**config.mk**
```make
export PLATFORM = sky130hd
export DESIGN_NAME = weight_nibble_encoder_flat
export DESIGN_NICKNAME = d
export VERILOG_FILES = /design/src/rtl/weight_nibble_encoder_if.sv /design/src/rtl/weight_nibble_encoder.sv /design/src/flat_wrapper.sv
export SDC_FILE = /design/constraint.sdc
export NUM_CORES = 1
export LEC_CHECK = 0
export BUFFER_PORTS_ARGS = -buffer_cell sky130_fd_sc_hd__buf_2
export CELL_PAD_IN_SITES_DETAIL_PLACEMENT = 0
export CELL_PAD_IN_SITES_GLOBAL_PLACEMENT = 1
export CORE_MARGIN = 10
export CORE_UTILIZATION = 30
export CTS_CLUSTER_DIAMETER = 200
export CTS_CLUSTER_SIZE = 8
export DETAILED_ROUTE_END_ITERATION = 16
export PLACE_DENSITY = 0.66
export SYNTH_ARGS = -nofsm -noshare
export SYNTH_HDL_FRONTEND = slang
export SYNTH_SLANG_ARGS = --single-unit
```
**constraint.sdc**
```tcl
create_clock -name clk -period 2 [get_ports clk]
set_input_delay 0.1 -clock clk [delete_from_list [all_inputs] [get_ports clk]]
set_output_delay 0.1 -clock clk [all_outputs]
set_load 0.01 [all_outputs]
```
**src/rtl/weight_nibble_encoder_if.sv**
```systemverilog
// Handshake bundle between a weight producer and the nibble encoder.
// The slave modport is the encoder's view; the master modport is the producer/consumer side.
interface weight_nibble_encoder_if #(
    parameter int WIDTH             = 16,
    parameter int NUM_NIBBLES       = 4,
    parameter int LOG2_NIBBLE_WIDTH = 2
);
    logic                                      in_valid;
    logic [WIDTH-1:0]                          in_weight;
    logic                                      in_ready;
    logic                                      out_valid;
    logic                                      out_ready;
    logic [3*NUM_NIBBLES-1:0]                  out_sel;
    logic [LOG2_NIBBLE_WIDTH*NUM_NIBBLES-1:0]  out_sl;
    logic [NUM_NIBBLES-1:0]                    out_zero;

    modport master (
        output in_valid, in_weight, out_ready,
        input  in_ready, out_valid, out_sel, out_sl, out_zero
    );

    modport slave (
        input  in_valid, in_weight, out_ready,
        output in_ready, out_valid, out_sel, out_sl, out_zero
    );
endinterface

```
**src/rtl/weight_nibble_encoder.sv**
```systemverilog
// Weight nibble encoder: splits a weight into nibbles and rewrites each nonzero nibble N as
// an odd alphabet A = 2*SEL+1 shifted left by SL = trailing-zero count, so N = A << SL.
// One nibble per cycle, LSB nibble first; the result is held until the consumer takes it.
module weight_nibble_encoder #(
    parameter int LOG2_WIDTH        = 4,
    parameter int WIDTH             = 2**LOG2_WIDTH,
    parameter int LOG2_NIBBLE_WIDTH = 2,
    parameter int NIBBLE_WIDTH      = 2**LOG2_NIBBLE_WIDTH,
    parameter int NUM_NIBBLES       = WIDTH/NIBBLE_WIDTH
) (
    input  logic                   clk,
    input  logic                   rst,
    weight_nibble_encoder_if.slave io_bus
);

    localparam int SEL_W = 3;
    localparam int SL_W  = LOG2_NIBBLE_WIDTH;
    // Counter must reach NUM_NIBBLES: one extra cycle drains the registered nibble.
    localparam int CNT_W = $clog2(NUM_NIBBLES + 1);

    typedef enum logic [1:0] {
        StIdle = 2'd0,
        StEnc  = 2'd1,
        StDone = 2'd2
    } state_e;

    state_e                          r_state;
    state_e                          w_state_next;
    logic [CNT_W-1:0]                r_cnt;
    logic [WIDTH-1:0]                r_weight;
    logic [NIBBLE_WIDTH-1:0]         r_nib;
    logic [SEL_W*NUM_NIBBLES-1:0]    r_sel;
    logic [SL_W*NUM_NIBBLES-1:0]     r_sl;
    logic [NUM_NIBBLES-1:0]          r_zero;

    logic                            w_in_ready;
    logic                            w_out_valid;
    logic                            w_capture;
    logic                            w_enc;
    logic [NIBBLE_WIDTH-1:0]         w_fetch_nib;
    logic [SEL_W-1:0]                w_sel;
    logic [SL_W-1:0]                 w_sl;
    logic                            w_zero;

    // State register.
    always_ff @(posedge clk) begin
        if (rst) begin
            r_state <= StIdle;
        end else begin
            r_state <= w_state_next;
        end
    end

    // Next-state decode and handshake outputs.
    always_comb begin
        w_state_next = r_state;
        w_in_ready   = 1'b0;
        w_out_valid  = 1'b0;
        w_capture    = 1'b0;
        w_enc        = 1'b0;
        unique case (r_state)
            StIdle: begin
                w_in_ready = !rst;
                if (io_bus.in_valid) begin
                    w_capture    = 1'b1;
                    w_state_next = StEnc;
                end
            end
            StEnc: begin
                w_enc = 1'b1;
                if (r_cnt == CNT_W'(NUM_NIBBLES)) begin
                    w_state_next = StDone;
                end
            end
            StDone: begin
                w_out_valid = 1'b1;
                if (io_bus.out_ready) begin
                    w_state_next = StIdle;
                end
            end
            default: w_state_next = StIdle;
        endcase
    end

    // Select nibble r_cnt of the stored weight; out-of-range counts read as zero.
    always_comb begin
        w_fetch_nib = '0;
        for (int i = 0; i < NUM_NIBBLES; i++) begin
            if (r_cnt == CNT_W'(i)) begin
                w_fetch_nib = r_weight[NIBBLE_WIDTH*i +: NIBBLE_WIDTH];
            end
        end
    end

    // Decompose the registered nibble into alphabet index, shift and zero flag.
    always_comb begin
        w_sel  = '0;
        w_sl   = '0;
        w_zero = 1'b0;
        if (r_nib == '0) begin
            w_zero = 1'b1;
        end else if (r_nib[0]) begin
            w_sel = r_nib[3:1];
        end else if (r_nib[1]) begin
            w_sl  = SL_W'(1);
            w_sel = {1'b0, r_nib[3:2]};
        end else if (r_nib[2]) begin
            w_sl  = SL_W'(2);
            w_sel = {2'b00, r_nib[3]};
        end else begin
            w_sl  = SL_W'(3);
        end
    end

    // Datapath: capture the weight, fetch nibble k, and write field k-1 from the previous fetch.
    always_ff @(posedge clk) begin
        if (rst) begin
            r_cnt    <= '0;
            r_weight <= '0;
            r_nib    <= '0;
            r_sel    <= '0;
            r_sl     <= '0;
            r_zero   <= '1;
        end else if (w_capture) begin
            r_weight <= io_bus.in_weight;
            r_cnt    <= '0;
        end else if (w_enc) begin
            r_cnt <= r_cnt + CNT_W'(1);
            r_nib <= w_fetch_nib;
            for (int i = 0; i < NUM_NIBBLES; i++) begin
                if (r_cnt == CNT_W'(i + 1)) begin
                    r_sel[SEL_W*i +: SEL_W] <= w_sel;
                    r_sl[SL_W*i +: SL_W]    <= w_sl;
                    r_zero[i]               <= w_zero;
                end
            end
        end
    end

    assign io_bus.in_ready  = w_in_ready;
    assign io_bus.out_valid = w_out_valid;
    assign io_bus.out_sel   = r_sel;
    assign io_bus.out_sl    = r_sl;
    assign io_bus.out_zero  = r_zero;

endmodule
```
**src/flat_wrapper.sv**
```systemverilog
// flat-port wrapper written by rule: the top's interface ports become plain ports
module weight_nibble_encoder_flat 
#(
    parameter int LOG2_WIDTH        = 4,
    parameter int WIDTH             = 2**LOG2_WIDTH,
    parameter int LOG2_NIBBLE_WIDTH = 2,
    parameter int NIBBLE_WIDTH      = 2**LOG2_NIBBLE_WIDTH,
    parameter int NUM_NIBBLES       = WIDTH/NIBBLE_WIDTH
)
  (clk, rst, io_bus_in_valid, io_bus_in_weight, io_bus_out_ready, io_bus_in_ready, io_bus_out_valid, io_bus_out_sel, io_bus_out_sl, io_bus_out_zero);
  weight_nibble_encoder_if #(.WIDTH(WIDTH), .NUM_NIBBLES(NUM_NIBBLES), .LOG2_NIBBLE_WIDTH(LOG2_NIBBLE_WIDTH)) io_bus_i ();
  input  logic clk;
  input  logic rst;
  input wire logic [$bits(io_bus_i.in_valid)-1:0] io_bus_in_valid;
  input wire logic [$bits(io_bus_i.in_weight)-1:0] io_bus_in_weight;
  input wire logic [$bits(io_bus_i.out_ready)-1:0] io_bus_out_ready;
  output wire logic [$bits(io_bus_i.in_ready)-1:0] io_bus_in_ready;
  output wire logic [$bits(io_bus_i.out_valid)-1:0] io_bus_out_valid;
  output wire logic [$bits(io_bus_i.out_sel)-1:0] io_bus_out_sel;
  output wire logic [$bits(io_bus_i.out_sl)-1:0] io_bus_out_sl;
  output wire logic [$bits(io_bus_i.out_zero)-1:0] io_bus_out_zero;
  assign io_bus_i.in_valid = io_bus_in_valid;
  assign io_bus_i.in_weight = io_bus_in_weight;
  assign io_bus_i.out_ready = io_bus_out_ready;
  assign io_bus_in_ready = io_bus_i.in_ready;
  assign io_bus_out_valid = io_bus_i.out_valid;
  assign io_bus_out_sel = io_bus_i.out_sel;
  assign io_bus_out_sl = io_bus_i.out_sl;
  assign io_bus_out_zero = io_bus_i.out_zero;
  weight_nibble_encoder #(.LOG2_WIDTH(LOG2_WIDTH), .WIDTH(WIDTH), .LOG2_NIBBLE_WIDTH(LOG2_NIBBLE_WIDTH), .NIBBLE_WIDTH(NIBBLE_WIDTH), .NUM_NIBBLES(NUM_NIBBLES)) u_core (.clk(clk), .rst(rst), .io_bus(io_bus_i));
endmodule
```
* Word-level counts from Yosys, hierarchy flattened *
Index checks and enable logic that the tools add are counted.

cells by class
  add/sub/neg operators = 1
  equality and inequality tests = 9
  multiplexer cells = 22
  bitwise logic cells = 1
  reductions and logical operators = 11

operators with widths
  operator                                                                 count
  4-bit two-way mux                                                        4
  3-bit AND reduction                                                      5
  2-bit two-way mux                                                        6
  3-bit two-way mux                                                        3
  1-bit two-way mux                                                        8
  3-bit by 2-bit equality test with 1-bit output, second input constant    2
  2-bit case mux with 3 select lines                                       1
  4-bit logical NOT                                                        1
  2-bit inequality test, second input constant                             2
  3-bit by 1-bit adder with 3-bit output, second input constant            1
  3-bit by 1-bit equality test with 1-bit output, second input constant    1
  3-bit equality test, second input constant                               1
  3-bit logical NOT                                                        1
  2-bit by 1-bit equality test with 1-bit output, second input constant    1
  2-bit equality test, second input constant                               1
  2-bit logical NOT                                                        1
  2-bit by 1-bit inequality test with 1-bit output, second input constant  1
  2-bit AND reduction                                                      1
  2-bit OR reduction                                                       1
  1-bit logical NOT                                                        1
  1-bit inverter                                                           1

storage, ports and cells
  flip-flop bits (word level) = 49
  input bits = 20
  output and inout bits = 26
  logic and storage cells = 60

* Logic depth before layout (Yosys ltp) *
  depth after elaboration = 5
  gate-level depth with buffers = 7
  gate-level depth less buffers = 5

* Worst setup path after synthesis *
No wires, ideal clock.

  path kind = reg-to-reg
  start point = reg u_core.r_cnt[2]
  end point = reg u_core.r_nib[1]
  setup time = 0.117 ns
  arrival = 1.430 ns
  data required time = 1.883 ns
  setup slack = 0.452 ns
  cell stages (with the launch flop) = 8
  buffers on the path = 2
  period minus slack after synthesis = 1.548 ns
  cells stage by stage = dfxtp_1 buf_2 inv_1 ha_1 clkbuf_1 nor2_1 o211ai_1 a32o_1

between the ends
  longest elaborated chain between the ends = 5
  elaborated cells on any way between the ends = 8
  those cells by class = 3 x eq/ne; 4 x mux; 1 x reduce/logical

RTL lines
  element                          line                          text
  start, declared                  weight_nibble_encoder.sv:29   logic [CNT_W-1:0] r_cnt;
  start signal, assigned           weight_nibble_encoder.sv:128  r_cnt <= r_cnt + CNT_W'(1);
  3-bit logical NOT                weight_nibble_encoder.sv:89   if (r_cnt == CNT_W'(i)) begin
  4-bit two-way mux (3 in series)  weight_nibble_encoder.sv:89
  4-bit two-way mux (*)            weight_nibble_encoder.sv:89
  end signal, assigned             weight_nibble_encoder.sv:129  r_nib <= w_fetch_nib;
  end, declared                    weight_nibble_encoder.sv:31   logic [NIBBLE_WIDTH-1:0] r_nib;

Every way passes the cells marked *; elsewhere a longest branch is shown, timed or not.
A chain may end at the register's enable or synchronous reset.

* Final worst setup path *
  start point = reg u_core.r_cnt[0]
  end point = reg u_core.r_nib[2]

Same word-level chain as after synthesis.

==> out/results.tsv <==
stage	metric	value	unit
outcome	status	completed	
synth	yosys_most_used_dff	dfxtp_1	
synth	syn-num-nets	278	
die	die_y	105	um
clocking	htree_num_levels	2	
die	fp.dieW	105	um
sta	whs	0.0363	ns
clocking	clockRootBuffer	clkbuf_8	
layout	regArea	981	um^2
sta	skew	0.00561	ns
global_routing	use_met3	3.44	%
global_routing	grt_pass1_wl	9.27	mm
synth	ys_warn_count	0	
drt	viasPerCell	4.74	
synth	avgSynthCellArea	8.59	um^2
die	num_rows	30	
layout	final_cell_mix	nand2_1, dfxtp_1, buf_2, a21oi_1, nor2_1	
die	fp.dieArea	0.0110	mm^2
sta	maxSlewViolCount	0	
worst_setup_path	required	2.19	ns
sta	final_hold_viol_count	0	
clocking	cts_tree	yes	
worst_setup_path	start_kind	flop	
sta	finalCritPeriodShare	83.1	%
worst_setup_path	cp.arrival	1.85	ns
worst_setup_path	r2r_start	u_core.r_cnt[0]	
layout	stdcell_count	386	
power_and_ir_drop	p_per_area	684	mW/mm^2
global_routing	grt_pass1_vias	1853	
clocking	cts_setup_buffers	0	
drt	drtAntennaViolNets	0	
placed_design	dp.cells	380	
synth	ys_seq_area_share	45.1	%
run	cap_violations	0	
worst_setup_path	cp_max_fo	12	
hold_path	min_to	u_core.r_weight[2]	
power_and_ir_drop	p_leak	0.973	nW
clocking	cts_hold_buf	0	
placed_design	hpwl	4.14	mm
clocking	cts_buffer_depth	2	
global_routing	grt_util_all_layers	9.97	%
worst_setup_path	rr_worst_depth	5	
synth	ys_types	37	
sta	tightestPinTransition	0.542	ns
drt	drt_iter0_markers	57	
layout	layout_commonest_cell	nand2_1	
clocking	cts_made_buffers	5	
worst_setup_path	crit_type	reg2reg	
sta	fmax	602	MHz
hold_path	whs_path_depth	3	
die	start_util	31.5	%
die	ioPinCount	46	
global_routing	grt_max_degree	37	
synth	synth.cell_area	0.00217	mm^2
worst_setup_path	r2r-end	u_core.r_nib[2]	
clocking	clock_sinks	49	
worst_setup_path	cp-end-kind	flop	
hold_path	holdCritStartpoint	io_bus_in_weight[2]	
global_routing	grt-ovfl-total	0	
layout	num-fill-cells	785	
sta	setup_viol	0	
synth	ys_async_sr_fraction	0	%
placed_design	gp_congestion	0.742	
clocking	cts_resized	0	
sta	finalCriticalPeriod	1.66	ns
global_routing	grt-busiest-layer	met2	
synth	synthCells	253	
synth	ys_ff_latch	49	
layout	fin_nets	316	
synth	synth_edf_count	0	
drt	drt-total-wl	5.53	mm
global_routing	antenna_found_initial	0	
sta	rsz0062_at_grt	no	
layout	multiInputGateArea	0.00108	mm^2
clocking	clock_latency	0.29	ns
drt	dr.pass1.iters	4	
layout	drive_gt1_share	22.8	%
clocking	clk_pin_slew	0.09	ns
die	core	0.00691	mm^2
layout	area_growth	16.4	%
placed_design	port_buffers	45	
drt	wire_per_inst	14.3	um
drt	dr_total_vias	1830	
worst_setup_path	rrSetupSlack	0.34	ns
power_and_ir_drop	ir_drop	0.241	mV
global_routing	globalRouteMet1Util	12.7	%
sta	relSlewSlack	63.9	%
layout	diodes	0	
global_routing	use_met2	15.6	%
drt	drc	0	
sta	tns	0	ns
hold_path	hold_path.class	in2reg	
how the worst max path moves through the flow:
stage	slack, ns	endpoint	start	cells past startpoint
after CTS	0.35	u_core.r_nib[2]	u_core.r_cnt[0]	5
after global routing	0.14	u_core.r_nib[0]	u_core.r_cnt[0]	5
after floorplan	0.45	u_core.r_nib[1]	u_core.r_cnt[2]	7
after global placement	0.40	u_core.r_nib[1]	u_core.r_cnt[1]	5
after detailed placement	0.36	u_core.r_nib[2]	u_core.r_cnt[0]	5
final	0.34	u_core.r_nib[2]	u_core.r_cnt[0]	5
flip-flops by register name, indices dropped and copies added (netlist names):
register	flops
u_core.io_bus.out_sel	12
u_core.r_nib	4
u_core.r_weight	16
u_core.io_bus.out_sl	8
u_core.r_state	2
u_core.r_cnt	3
u_core.io_bus.out_zero	4
kinds of logic after synthesis:
group | count (synthesis) | synth area share (%)
flip-flops | 49 | 45.1
multiplexers | 1 | 0.461
AO/OA/AOI/OAI | 67 | 19.7
adder cells (fa/ha/maj) | 5 | 2.88
AND/OR/NAND/NOR | 108 | 26.5
buffers and inverters | 23 | 5.35
synth_stat cells (all sizes together) (5+ instances only):
cell type / count / share of area [%]
a21oi: 33 / 7.6
buf: 11 / 3.3
clkbuf: 8 / 1.4
dfxtp: 49 / 45
ha: 5 / 2.9
nand2: 60 / 10
nand3: 8 / 1.8
nor2: 15 / 2.7
nor2b: 7 / 2.0
o211ai: 8 / 2.8
o21ai: 5 / 1.2
worst max-delay path: stages (launching register included):
cell and delay, ns:
dfxtp_1 0.33, ha_1 0.19, ha_1 0.32, nor2_1 0.29, o211ai_1 0.15, a32o_1 0.27
power breakdown:
| part | leakage (nW) | internal [mW] | switching (mW) |
|---|---|---|---|
| combinational | 0.535 | 0.0669 | 0.100 |
| clock | 0.0399 | 0.231 | 0.304 |
| sequential | 0.398 | 1.00 | 0.0252 |
| total | 0.973 | 1.30 | 0.430 |
cell type report:
| type | count | share of cell area (%) |
|---|---|---|
| inverters | 4 | 0.594 |
| repair buffers | 50 | 10.4 |
| clock buffers | 5 | 2.72 |
| multi-input cells | 181 | 42.6 |
| clock inverters | 1 | 0.198 |
| well taps | 96 | 4.75 |
| flip-flops and latches | 49 | 38.8 |
stage by stage:
stage               setup slack [ns]  total power [mW]  area [um^2]  util, %
finish                         0.338              1.73         2530     36.6
global route                   0.137              1.83         2530     36.6
CTS                            0.348              1.76         2530     36.6
detailed placement             0.361              1.22         2450     35.5
global placement               0.397              1.22         2450     35.5
floorplan                      0.452              1.17         2170        -
layer usage:
metal / vias to the layer above / wire length (um)
li1: 951 / -
met1: 838 / 2650
met2: 39 / 2520
met3: 2 / 321
met4: 0 / 36
met5: - / 0
Note: power is estimated with default switching activity, not from simulation.
